<file path="config.mk">
export PLATFORM = sky130hd
export DESIGN_NAME = rs_alloc_tracker
export DESIGN_NICKNAME = d
export VERILOG_FILES = /design/src/rtl/rs_alloc_tracker_pkg.sv /design/src/rtl/rs_freefinder.sv /design/src/rtl/rs_alloc_tracker.sv
export SDC_FILE = /design/constraint.sdc
export NUM_CORES = 1
export LEC_CHECK = 0
export ABC_AREA = 1
export CORE_MARGIN = 1.5
export CORE_UTILIZATION = 50
export CTS_CLUSTER_SIZE = 16
export DETAILED_ROUTE_END_ITERATION = 10
export PLACE_DENSITY = 0.77
export SLEW_MARGIN = 20
export SYNTH_ARGS = -nofsm -noshare
export SYNTH_HDL_FRONTEND = slang
export SYNTH_SLANG_ARGS = --single-unit
</file>
<file path="constraint.sdc">
create_clock -name clk -period 6 [get_ports clk]
set_clock_uncertainty 0.05 [all_clocks]
set_input_delay 1.2 -clock clk [delete_from_list [all_inputs] [get_ports clk]]
set_output_delay 1.2 -clock clk [all_outputs]
set_load 0.005 [all_outputs]
</file>
<file path="src/rtl/rs_alloc_tracker_pkg.sv">
// Shared reservation-station constants: default geometry and RS type codes.
package rs_alloc_tracker_pkg;

    localparam int RS_ENT_NUM = 8;
    localparam int RS_ENT_SEL = 3;

    typedef enum logic [2:0] {
        RS_ALU    = 3'd0,
        RS_BRANCH = 3'd1,
        RS_MUL    = 3'd2,
        RS_LDST   = 3'd3,
        RS_C1     = 3'd4,
        RS_C2     = 3'd5
    } rs_type_e;

endpackage

</file>
<file path="src/rtl/rs_freefinder.sv">
// Finds the lowest and second-lowest free entries of a busy vector.
module rs_freefinder #(
    parameter int ENT_NUM = 8,
    parameter int ENT_SEL = 3
) (
    input  logic [ENT_NUM-1:0] busy,
    output logic [ENT_SEL-1:0] f0,
    output logic [ENT_SEL-1:0] f1,
    output logic               f0_valid,
    output logic               f1_valid
);

    always_comb begin
        f0       = '0;
        f1       = '0;
        f0_valid = 1'b0;
        f1_valid = 1'b0;
        for (int i = 0; i < ENT_NUM; i++) begin
            if (!busy[i]) begin
                if (!f0_valid) begin
                    f0       = ENT_SEL'(i);
                    f0_valid = 1'b1;
                end else if (!f1_valid) begin
                    f1       = ENT_SEL'(i);
                    f1_valid = 1'b1;
                end
            end
        end
    end

endmodule

</file>
<file path="src/rtl/rs_alloc_tracker.sv">
// Tracks busy entries of one reservation station and hands out up to
// two free entry indices per cycle to the dispatch slots.
module rs_alloc_tracker
    import rs_alloc_tracker_pkg::*;
#(
    parameter int ENT_NUM = RS_ENT_NUM,
    parameter int ENT_SEL = RS_ENT_SEL
) (
    input  logic               clk,
    input  logic               reset,
    input  logic               req1,
    input  logic               req2,
    input  logic [1:0]         reqnum,
    input  logic               stall_dp,
    input  logic               flush,
    input  logic               clr1_valid,
    input  logic [ENT_SEL-1:0] clr1_ent,
    input  logic               clr2_valid,
    input  logic [ENT_SEL-1:0] clr2_ent,
    output logic               allocatable,
    output logic [ENT_SEL-1:0] ent1,
    output logic [ENT_SEL-1:0] ent2,
    output logic [ENT_NUM-1:0] busyvec,
    output logic [ENT_SEL:0]   free_cnt
);

    logic [ENT_NUM-1:0] r_busy;
    logic [ENT_SEL:0]   r_free;

    logic [ENT_SEL-1:0] w_f0;
    logic [ENT_SEL-1:0] w_f1;
    logic               w_f0_v;
    logic               w_f1_v;
    logic               w_alloc_ok;
    logic               w_commit;
    logic               w_ent2_v;
    logic [ENT_SEL-1:0] w_ent2;
    logic [ENT_NUM-1:0] w_alloc_mask;
    logic [ENT_NUM-1:0] w_clr_mask;
    logic [ENT_NUM-1:0] w_rel_mask;
    logic [ENT_NUM-1:0] w_busy_nxt;
    logic [ENT_SEL:0]   w_alloc_cnt;
    logic [ENT_SEL:0]   w_rel_cnt;
    logic [ENT_SEL:0]   w_free_nxt;
    logic [ENT_SEL:0]   w_zero_cnt;

    rs_freefinder #(
        .ENT_NUM (ENT_NUM),
        .ENT_SEL (ENT_SEL)
    ) u_find (
        .busy     (r_busy),
        .f0       (w_f0),
        .f1       (w_f1),
        .f0_valid (w_f0_v),
        .f1_valid (w_f1_v)
    );

    // Slot 2 takes the second free entry only when slot 1 also requests.
    assign w_ent2      = req1 ? w_f1 : w_f0;
    assign w_ent2_v    = req1 ? w_f1_v : w_f0_v;
    assign w_alloc_ok  = ({{(ENT_SEL-1){1'b0}}, reqnum} <= r_free);
    assign w_commit    = w_alloc_ok & ~stall_dp & ~flush;
    assign allocatable = w_alloc_ok;
    assign ent1        = w_f0;
    assign ent2        = w_ent2;
    assign busyvec     = r_busy;
    assign free_cnt    = r_free;

    always_comb begin
        w_alloc_mask = '0;
        w_clr_mask   = '0;
        if (w_commit && req1 && w_f0_v) w_alloc_mask[w_f0] = 1'b1;
        if (w_commit && req2 && w_ent2_v) w_alloc_mask[w_ent2] = 1'b1;
        if (clr1_valid) w_clr_mask[clr1_ent] = 1'b1;
        if (clr2_valid) w_clr_mask[clr2_ent] = 1'b1;
    end

    // Only busy entries count as released, so double or stale clears are free.
    assign w_rel_mask = r_busy & w_clr_mask;
    assign w_busy_nxt = (r_busy & ~w_clr_mask) | w_alloc_mask;

    always_comb begin
        w_alloc_cnt = '0;
        w_rel_cnt   = '0;
        w_zero_cnt  = '0;
        for (int i = 0; i < ENT_NUM; i++) begin
            w_alloc_cnt = w_alloc_cnt + (ENT_SEL+1)'(w_alloc_mask[i]);
            w_rel_cnt   = w_rel_cnt + (ENT_SEL+1)'(w_rel_mask[i]);
            w_zero_cnt  = w_zero_cnt + (ENT_SEL+1)'(!r_busy[i]);
        end
    end

    assign w_free_nxt = r_free - w_alloc_cnt + w_rel_cnt;

    always_ff @(posedge clk or posedge reset) begin
        if (reset) begin
            r_busy <= '0;
            r_free <= (ENT_SEL+1)'(ENT_NUM);
        end else if (flush) begin
            r_busy <= '0;
            r_free <= (ENT_SEL+1)'(ENT_NUM);
        end else begin
            r_busy <= w_busy_nxt;
            r_free <= w_free_nxt;
        end
    end

    a_free_matches_busy : assert property (
        @(posedge clk) disable iff (reset) r_free == w_zero_cnt
    );

endmodule

</file>
# After elaboration in Yosys (flattened, before gate mapping)
# Cells that the tools add are included.
totals:
  wordCells: 116
  output_inout_bits: 19
  register_bits: 12
op_classes:
  n_mux: 71
  bitwise_logic: 10
  reduce_logical: 8
  n_lt_le_gt_ge: 9
  n_addsub: 16
op_table:
  columns: ["operator", "n"]
  rows:
  - ["3-bit two-way mux", 33]
  - ["8-bit two-way mux", 5]
  - ["4-bit by 1-bit adder with 4-bit output", 8]
  - ["1-bit two-way mux", 28]
  - ["8-bit bitwise OR", 3]
  - ["8-bit AND", 2]
  - ["3-bit by 4-bit less-than comparator with 1-bit output (second input constant)", 4]
  - ["1-bit demux with 3-bit select", 4]
  - ["3-bit by 1-bit greater-or-equal comparator with 1-bit output (second input constant)", 4]
  - ["3-bit by 1-bit adder with 4-bit output", 2]
  - ["1-bit logical AND", 8]
  - ["8-bit NOT", 1]
  - ["2-bit by 1-bit adder with 3-bit output", 2]
  - ["1-bit by 1-bit adder with 2-bit output", 2]
  - ["4-bit adder", 1]
  - ["2-bit by 4-bit less-or-equal comparator with 1-bit output", 1]
  - ["4-bit two-way mux", 1]
  - ["4-bit subtractor", 1]
  - ["1-bit AND", 2]
  - ["1-bit NOT", 2]

# Logic depth before layout (Yosys ltp)
# Gate-level depths: netlist (run 1).
depth:
  ltp_word: 37
  mapped_depth: 29

# By module
# Synthesis (run 1) repeated with hierarchy kept, for this count alone.
unflattened:
  hier_cells: 297
  hier_area_um2: 1909.3
modules_own_cells:
  columns: ["module", "n_inst", "area_each_um2", "cells_each", "seq_area_each_um2"]
  rows:
  - ["rs_alloc_tracker", 1, 1514.0, 223, 301.5]
  - ["rs_freefinder", 1, 395.4, 74, 0.0]

# Least setup slack after synthesis (run 1)
# No wires, ideal clock.
synth_path:
  path_type: "input to register"
  startpoint: "in reqnum[1]"
  endpoint: "reg r_free[3] (netlist: free_cnt[3])"
  setup_ns: 0.086
  required_ns: 5.864
  cell_stages: 23
  n_path_buf: 0
  slack_ns: 0.018
  arrival_ns: 5.846
  path_cell_list: "ha_1 inv_1 o21bai_1 nand3_1 nand3_1 nor2_1 o21ai_2 a21oi_2 nand3_1 and2_1 fa_1 inv_1 fa_1 fa_1 fa_1 fa_1 inv_1 ha_1 inv_1 fa_1 xnor2_1 a21oi_1 o21ai_0"
synth_between:
  elab_chain_len: 18
  word_cells_on_any_way: 20
synth_rtl:
  columns: ["item", "line", "text"]
  rows:
  - ["start, declared", "rs_alloc_tracker.sv:13", "input logic [1:0] reqnum,"]
  - ["2-bit by 4-bit less-or-equal comparator with 1-bit output *", "rs_alloc_tracker.sv:61", "assign w_alloc_ok = ({{(ENT_SEL-1){1'b0}}, reqnum} <= r_free);"]
  - ["named net allocatable", "rs_alloc_tracker.sv:20", "output logic allocatable,"]
  - ["1-bit AND * (2 in series)", "rs_alloc_tracker.sv:62", "assign w_commit = w_alloc_ok & ~stall_dp & ~flush;"]
  - ["1-bit logical AND (2 in series)", "rs_alloc_tracker.sv:72", "if (w_commit && req1 && w_f0_v) w_alloc_mask[w_f0] = 1'b1;"]
  - ["8-bit two-way mux", "rs_alloc_tracker.sv:72", null]
  - ["8-bit bitwise OR (no source line)", null, null]
  - ["8-bit two-way mux *", "rs_alloc_tracker.sv:73", "if (w_commit && req2 && w_ent2_v) w_alloc_mask[w_ent2] = 1'b1;"]
  - ["1-bit by 1-bit adder with 2-bit output", "rs_alloc_tracker.sv:87", "w_alloc_cnt = w_alloc_cnt + (ENT_SEL+1)'(w_alloc_mask[i]);"]
  - ["2-bit by 1-bit adder with 3-bit output", "rs_alloc_tracker.sv:87", null]
  - ["3-bit by 1-bit adder with 4-bit output", "rs_alloc_tracker.sv:87", null]
  - ["4-bit by 1-bit adder with 4-bit output (3 in series)", "rs_alloc_tracker.sv:87", null]
  - ["4-bit by 1-bit adder with 4-bit output *", "rs_alloc_tracker.sv:87", null]
  - ["4-bit subtractor *", "rs_alloc_tracker.sv:93", "assign w_free_nxt = r_free - w_alloc_cnt + w_rel_cnt;"]
  - ["4-bit adder *", "rs_alloc_tracker.sv:93", null]
  - ["4-bit two-way mux *", "rs_alloc_tracker.sv:99", "end else if (flush) begin"]
  - ["end signal, assigned", "rs_alloc_tracker.sv:98", "r_free <= (ENT_SEL+1)'(ENT_NUM);"]
  - ["end signal, assigned", "rs_alloc_tracker.sv:101", "r_free <= (ENT_SEL+1)'(ENT_NUM);"]
  - ["end signal, assigned", "rs_alloc_tracker.sv:104", "r_free <= w_free_nxt;"]
  - ["end, declared", "rs_alloc_tracker.sv:28", "logic [ENT_SEL:0] r_free;"]
# Mark *: on every way through the listed nets, which the timed path passes. The rest lies on a longest branch.

# Final worst setup path (run 1)
layout_path:
  startpoint: "in req1"
  endpoint: "reg r_free[3] (netlist: free_cnt[3])"
layout_between:
  elab_chain_len: 17
  word_cells_on_any_way: 23
layout_rtl:
  columns: ["item", "line", "text"]
  rows:
  - ["start, declared", "rs_alloc_tracker.sv:11", "input logic req1,"]
  - ["3-bit two-way mux", "rs_alloc_tracker.sv:59", "assign w_ent2 = req1 ? w_f1 : w_f0;"]
  - ["3-bit by 4-bit less-than comparator with 1-bit output (implied by the code) or 3-bit by 1-bit greater-or-equal comparator with 1-bit output (tied branches)", "rs_alloc_tracker.sv:73", null]
  - ["1-bit logical AND (implied by the code)", "rs_alloc_tracker.sv:73", null]
  - ["1-bit two-way mux (implied by the code)", "rs_alloc_tracker.sv:73", null]
  - ["1-bit demux with 3-bit select", "rs_alloc_tracker.sv:73", null]
  - ["8-bit bitwise OR (no source line)", null, null]
  - ["8-bit two-way mux *", "rs_alloc_tracker.sv:73", null]
  - ["1-bit by 1-bit adder with 2-bit output", "rs_alloc_tracker.sv:87", null]
  - ["2-bit by 1-bit adder with 3-bit output", "rs_alloc_tracker.sv:87", null]
  - ["3-bit by 1-bit adder with 4-bit output", "rs_alloc_tracker.sv:87", null]
  - ["4-bit by 1-bit adder with 4-bit output (3 in series)", "rs_alloc_tracker.sv:87", null]
  - ["4-bit by 1-bit adder with 4-bit output *", "rs_alloc_tracker.sv:87", null]
  - ["4-bit subtractor *", "rs_alloc_tracker.sv:93", null]
  - ["4-bit adder *", "rs_alloc_tracker.sv:93", null]
  - ["4-bit two-way mux *", "rs_alloc_tracker.sv:99", null]
# Every way passes the cells marked *; elsewhere a longest branch is shown, timed or not.

==> flow_metrics.env, run 1 <==
export IMPL_drv_slew=0
export IMPL_synth_seq_area_share_pct=16.5
export IMPL_die_y_um=63.4
export IMPL_worstReg2RegStart="busyvec[1]"
export IMPL_wire_per_inst_um=12.9
export IMPL_reg2reg_depth=25
export IMPL_slew_headroom_pct=67.8
export IMPL_clkTransAtPathRegs_ps=80
export IMPL_hold_depth=2
export IMPL_avgSynthCellArea_um2=6.98
export IMPL_via_per_inst=4.91
export IMPL_worstReg2RegEnd="free_cnt[3]"
export IMPL_overflow=0
export IMPL_fin_nets=352
export IMPL_cp_slowest_cell="fa_1"
export IMPL_drive_above_1_share_pct=23.3
export IMPL_power_leakage_nw=1.24
export IMPL_drt_pass1_iter_count=4
export IMPL_dpl_instance_area_um2=2280
export IMPL_post_route_min_period_ps=5820
export IMPL_drtAntennaViolNets=0
export IMPL_die_area_um2=4020
export IMPL_path_cells="clkdlybuf4s50_1, or2_2, a21oi_4, nand3_2, and2_4, fa_1, inv_1, fa_1, fa_1, fa_1, fa_2, inv_2, ha_4, inv_2, fa_2, xnor2_2, a21oi_1, o21ai_1"
export IMPL_numClockSinks=12
export IMPL_post_route_period_util_pct=97.1
export IMPL_h_tree_depth=1
export IMPL_core_area_um2=3420
export IMPL_grt_start_max_net_pins=13
export IMPL_end_kind="register"
export IMPL_crit_path_start="req1"
export IMPL_met1_usage_pct=32.5
export IMPL_cap_violations=0
export IMPL_worstMarginPinSlew_ps=483
export IMPL_place_congestion=0.936
export IMPL_dpl_cell_count=354
export IMPL_min_to="free_cnt[3]"
export IMPL_fmax_ghz=0.172
export IMPL_vias=1764
export IMPL_ys_warn_count=0
export IMPL_powerDensity_nw_per_um2=201
export IMPL_antenna_cells=0
export IMPL_rows=21
export IMPL_holdWs_ps=606
export IMPL_wirelength_um=4650
export IMPL_cp_arrival_ps=5980
export IMPL_r2r_slack_ps=410
export IMPL_synth_area_um2=1820
export IMPL_vdd_drop_max_mv=0.258
export IMPL_met2_usage_pct=45.0
export IMPL_crit_family="adder cells"
export IMPL_setup_tns_ps=0
export IMPL_portBuffers=34
export IMPL_grt_use_total_pct=25.5
export IMPL_drtIter0Drc=103
export IMPL_worst_ep_required_time_ps=6150
export IMPL_start_kind="input pin"
export IMPL_yosys_cell_types_count=35
export IMPL_die_w_um=63.4
export IMPL_start_util_pct=53.4
export IMPL_pin_count=35
export IMPL_hold_viol=0
export IMPL_cp_max_fo=5
export IMPL_cp_common_cell="fa_1"
export IMPL_busiest_layer="met2"
export IMPL_synthCells=261
export IMPL_fin_area_um2=2400
export IMPL_n_fill_cell=294
export IMPL_crit_buf_inv=4
export IMPL_crit_type="input pin to register"
export IMPL_setup_viol=0
export IMPL_use_met3_pct=2.68
export IMPL_drc=0
export IMPL_final_cells=359
export IMPL_outcome="completed"
export IMPL_synth_seq_cells=12
export IMPL_antenna_found_initial=0
export IMPL_min_delay_start="free_cnt[3]"
export IMPL_path_depth=18
export IMPL_synthToLayoutAreaGrowth_pct=31.9
export IMPL_synth_area_leaders="dfrtp_1 15%, fa_1 14%, inv_1 12%"
export IMPL_cp_slowest_stage_delay_ps=570
export IMPL_clk_latency_ps=270
export IMPL_root_buffer="clkbuf_4"
export IMPL_hold_buffers=0
export IMPL_clock_path_buffers=2
export IMPL_synth_fp_nets=299
export IMPL_grt_pass1_vias=1800
export IMPL_cts_buffers=3
export IMPL_synth_top_area_share_pct=15.1
export IMPL_holdCritPathClass="register to register"
export IMPL_grt_pass1_wl_um=8090
export IMPL_tritoncts="yes"
export IMPL_dp_hpwl_um=3910
export IMPL_yosysTopAreaCell="dfrtp_1"
==> worst min-delay path: stages, from the launching register on <==
cell	delay [ps]
dfstp_2	380
xor2_1	190
o21ai_1	90
==> cells in the final DEF, fill, tap and decap left out, drive strengths merged, types with 9 or more instances in the layout <==
cell           instances
nand2                 69
inv                   65
clkdlybuf4s50         30
nand3                 27
nor2                  19
buf                   17
fa                    13
dfrtp                 11
or2                    9
ha                     9
==> synthesized netlist by cell type, drive strengths merged <==
cell type and instances:
nand2 69, inv 65, nand3 27, nor2 19
fa 13, dfrtp 11, ha 9, or2 9
o22ai 8, o21ai 7, a21oi 5, nor3 5
and2 3, a31oi 2, buf 1, bufbuf 1
clkbuf 1, dfstp 1, nand4 1, o211ai 1
o21bai 1, xnor2 1, xor2 1
==> per-stage QoR <==
stage	worst slack, ps	util (%)	power [mW]
final	176	70.4	0.484
after global routing	-13.4	70.4	0.545
after CTS	6.29	68.7	0.473
after detailed placement	-682	66.8	0.386
after global placement	-565	66.8	0.376
after floorplan	18.0	-	0.284
==> final cells by class <==
class / count / area, um2 / area share [%]
inverter: 65 / 246 / 10.2
sequential: 12 / 302 / 12.5
timing repair buffer: 51 / 470 / 19.6
clock buffer: 4 / 26.3 / 1.09
tap: 46 / 57.6 / 2.39
multi-input combinational: 181 / 1300 / 54.2
==> worst max path at each step <==
stage,to,slack [ps]
floorplan,free_cnt[3],20
global placement,free_cnt[3],-570
detailed placement,free_cnt[3],-680
CTS,free_cnt[3],6
global route,free_cnt[3],-10
finish,free_cnt[3],180
==> state kept, by name (all words and copies together) (netlist names) <==
register  cells
busyvec       8
free_cnt      4
==> kinds of logic after synthesis <==
logic type / synth area share, %
fa+ha+maj: 20.5
compound gates: 8.17
simple gates: 37.2
xor+xnor: 0.961
buf+inv: 16.7
flops: 16.5
==> power by group <==
part / total, mW / internal [mW] / switching, mW
clock network: 0.0533 / 0.0258 / 0.0276
logic: 0.324 / 0.162 / 0.162
registers: 0.107 / 0.0960 / 0.0112
==> routing by layer <==
metal / up-vias / share of wire, %
met5: - / 0
met4: 0 / 2.1
met3: 8 / 5.4
met2: 55 / 49
met1: 804 / 43
li1: 897 / -
==> repair_timing <==
| action | 4_1_cts | 5_1_grt |
|---|---|---|
| gates resized for setup | 11 | 15 |
| pin swaps | 13 | 19 |
| endpoints found under the setup margin | 2 | 2 |
| buffers inserted | 1 | 0 |
Power figures use the tool's default switching activity.
==> run 2, diff against run 1 <==
- HOLD_SLACK_MARGIN: unset -> 0.1
==> results of run 2 <==
The final DEF is identical to that of run 1; final timing and power are the same.
==> run 3, diff against run 2 <==
- SKIP_CTS_REPAIR_TIMING: unset -> 1
==> flow_metrics.env, run 3 (synthesis results as in run 1) <==
export IMPL_outcome="completed"
export IMPL_switchingPower_uw=201
export IMPL_final_cells=358
export IMPL_cap_violations=0
export IMPL_clkTransAtPathRegs_ps=80
export IMPL_start_util_pct=53.4
export IMPL_cts_buffers=3
export IMPL_drc=0
export IMPL_overflow=0
export IMPL_tritoncts="yes"
export IMPL_min_delay_start="free_cnt[3]"
export IMPL_finalWorstSetupSlack_ps=254
export IMPL_synthToLayoutAreaGrowth_pct=30.8
export IMPL_p_clk_share_pct=11.3
export IMPL_largest_reg_flops=8
export IMPL_dp_hpwl_um=3910
export IMPL_crit_family="adder cells"
export IMPL_wirelength_um=4610
export IMPL_antenna_found_initial=0
export IMPL_core_area_um2=3420
export IMPL_numClockSinks=12
export IMPL_root_buffer="clkbuf_4"
export IMPL_fmax_ghz=0.174
export IMPL_pwr_share_seq_pct=22.2
export IMPL_worstMarginPinSlew_ps=506
export IMPL_die_w_um=63.4
export IMPL_clk_latency_ps=280
export IMPL_grt_pass1_vias=1771
export IMPL_portBuffers=34
export IMPL_crit_buf_inv=4
export IMPL_place_congestion=0.936
export IMPL_switching_share_pct=41.7
export IMPL_power_leakage_nw=1.22
export IMPL_crit_type="input pin to register"
export IMPL_final_common_cell="nand2_1"
export IMPL_wire_per_inst_um=12.9
export IMPL_post_place_ws_ps=-682
export IMPL_end_kind="register"
export IMPL_die_y_um=63.4
export IMPL_grt_start_max_net_pins=13
export IMPL_cp_common_cell="fa_1"
export IMPL_drt_pass1_iter_count=4
export IMPL_hold_viol=0
export IMPL_setup_tns_ps=0
export IMPL_via_per_inst=4.91
export IMPL_path_depth=21
export IMPL_p_comb_share_pct=66.6
export IMPL_antenna_cells=0
export IMPL_cp_slowest_cell="fa_1"
export IMPL_drive_above_1_share_pct=22.8
export IMPL_dpl_cell_count=354
export IMPL_rsz0062_at_grt="no"
export IMPL_vias=1759
export IMPL_p_int_uw=282
export IMPL_setup_viol=0
export IMPL_drv_slew=0
export IMPL_holdCritPathClass="register to register"
export IMPL_grt_use_total_pct=25.1
export IMPL_post_route_period_util_pct=95.8
export IMPL_post_route_min_period_ps=5750
export IMPL_drtIter0Drc=121
export IMPL_die_area_um2=4020
export IMPL_cp_arrival_ps=5900
export IMPL_rows=21
export IMPL_powerDensity_nw_per_um2=203
export IMPL_final_cell_mix="60 x nand2_1, 58 x inv_1, 32 x clkdlybuf4s50_1"
export IMPL_cp_slowest_stage_delay_ps=520
export IMPL_crit_path_start="flush"
export IMPL_drtAntennaViolNets=0
export IMPL_h_tree_depth=1
export IMPL_worstReg2RegStart="busyvec[1]"
export IMPL_pin_count=35
export IMPL_path_cells="clkdlybuf4s50_1, nor2_2, nand3_2, nor2_2, o21ai_2, a21oi_2, nand3_2, and2_4, fa_1, inv_1, fa_1, fa_1, fa_1, fa_2, inv_2, ha_4, inv_2, fa_2, xnor2_2, a21oi_1, o21ai_1"
export IMPL_start_kind="input pin"
export IMPL_fin_nets=351
export IMPL_slew_headroom_pct=66.3
export IMPL_vdd_drop_max_mv=0.256
export IMPL_hold_depth=2
export IMPL_cp_max_fo=4
export IMPL_grt_pass1_wl_um=7960
export IMPL_worst_ep_required_time_ps=6160
export IMPL_clock_path_buffers=2
export IMPL_reg2reg_depth=24
run 3: per-stage QoR:
stage	hold slack [ps]	instance area (um2)	util (%)	power, mW
after floorplan	581	1820	-	0.284
after global placement	605	2280	66.8	0.376
after detailed placement	616	2280	66.8	0.386
after CTS	631	2310	67.6	0.445
after global routing	639	2380	69.8	0.539
final	606	2380	69.8	0.483
run 3: final timing paths:
| kind | end | slack [ps] |
|---|---|---|
| worst min-delay path | free_cnt[3] | 610 |
| min in group asynchronous | free_cnt[0] | 1210 |
| worst max register to register | free_cnt[3] | 580 |
| max in group asynchronous | free_cnt[3] | 4330 |
| worst min register to register | free_cnt[3] | 610 |
| worst max-delay path | free_cnt[3] | 250 |
run 3: area by class of cell:
type                       instances  area [um2]
timing repair buffer              50         465
fill                             301        1030
inverter                          65         246
sequential                        12         302
clock buffer                       4        26.3
multi-input combinational        181        1290
tap                               46        57.6
run 3: power groups by stage:
stage	Combinational, mW	Sequential, mW	Clock, mW
after detailed placement	0.278	0.109	0
after global routing	0.372	0.109	0.0584
final	0.322	0.107	0.0545
after CTS	0.283	0.108	0.0540
after global placement	0.267	0.109	0
after floorplan	0.177	0.108	0
run 3: worst min-delay path, delay by kind of cell, from the launching register on:
family	cells	cell delay, ps
XOR/XNOR	1	190
AO/OA/AOI/OAI	1	90
flip-flops	1	380
run 3: per-layer routing:
layer	global-route usage, %	share of wire, %	vias to the layer above
met4	7.34	1.5	0
met2	45.0	50	47
met1	32.3	44	807
met5	0	0	-
met3	1.96	3.9	9
li1	-	-	896
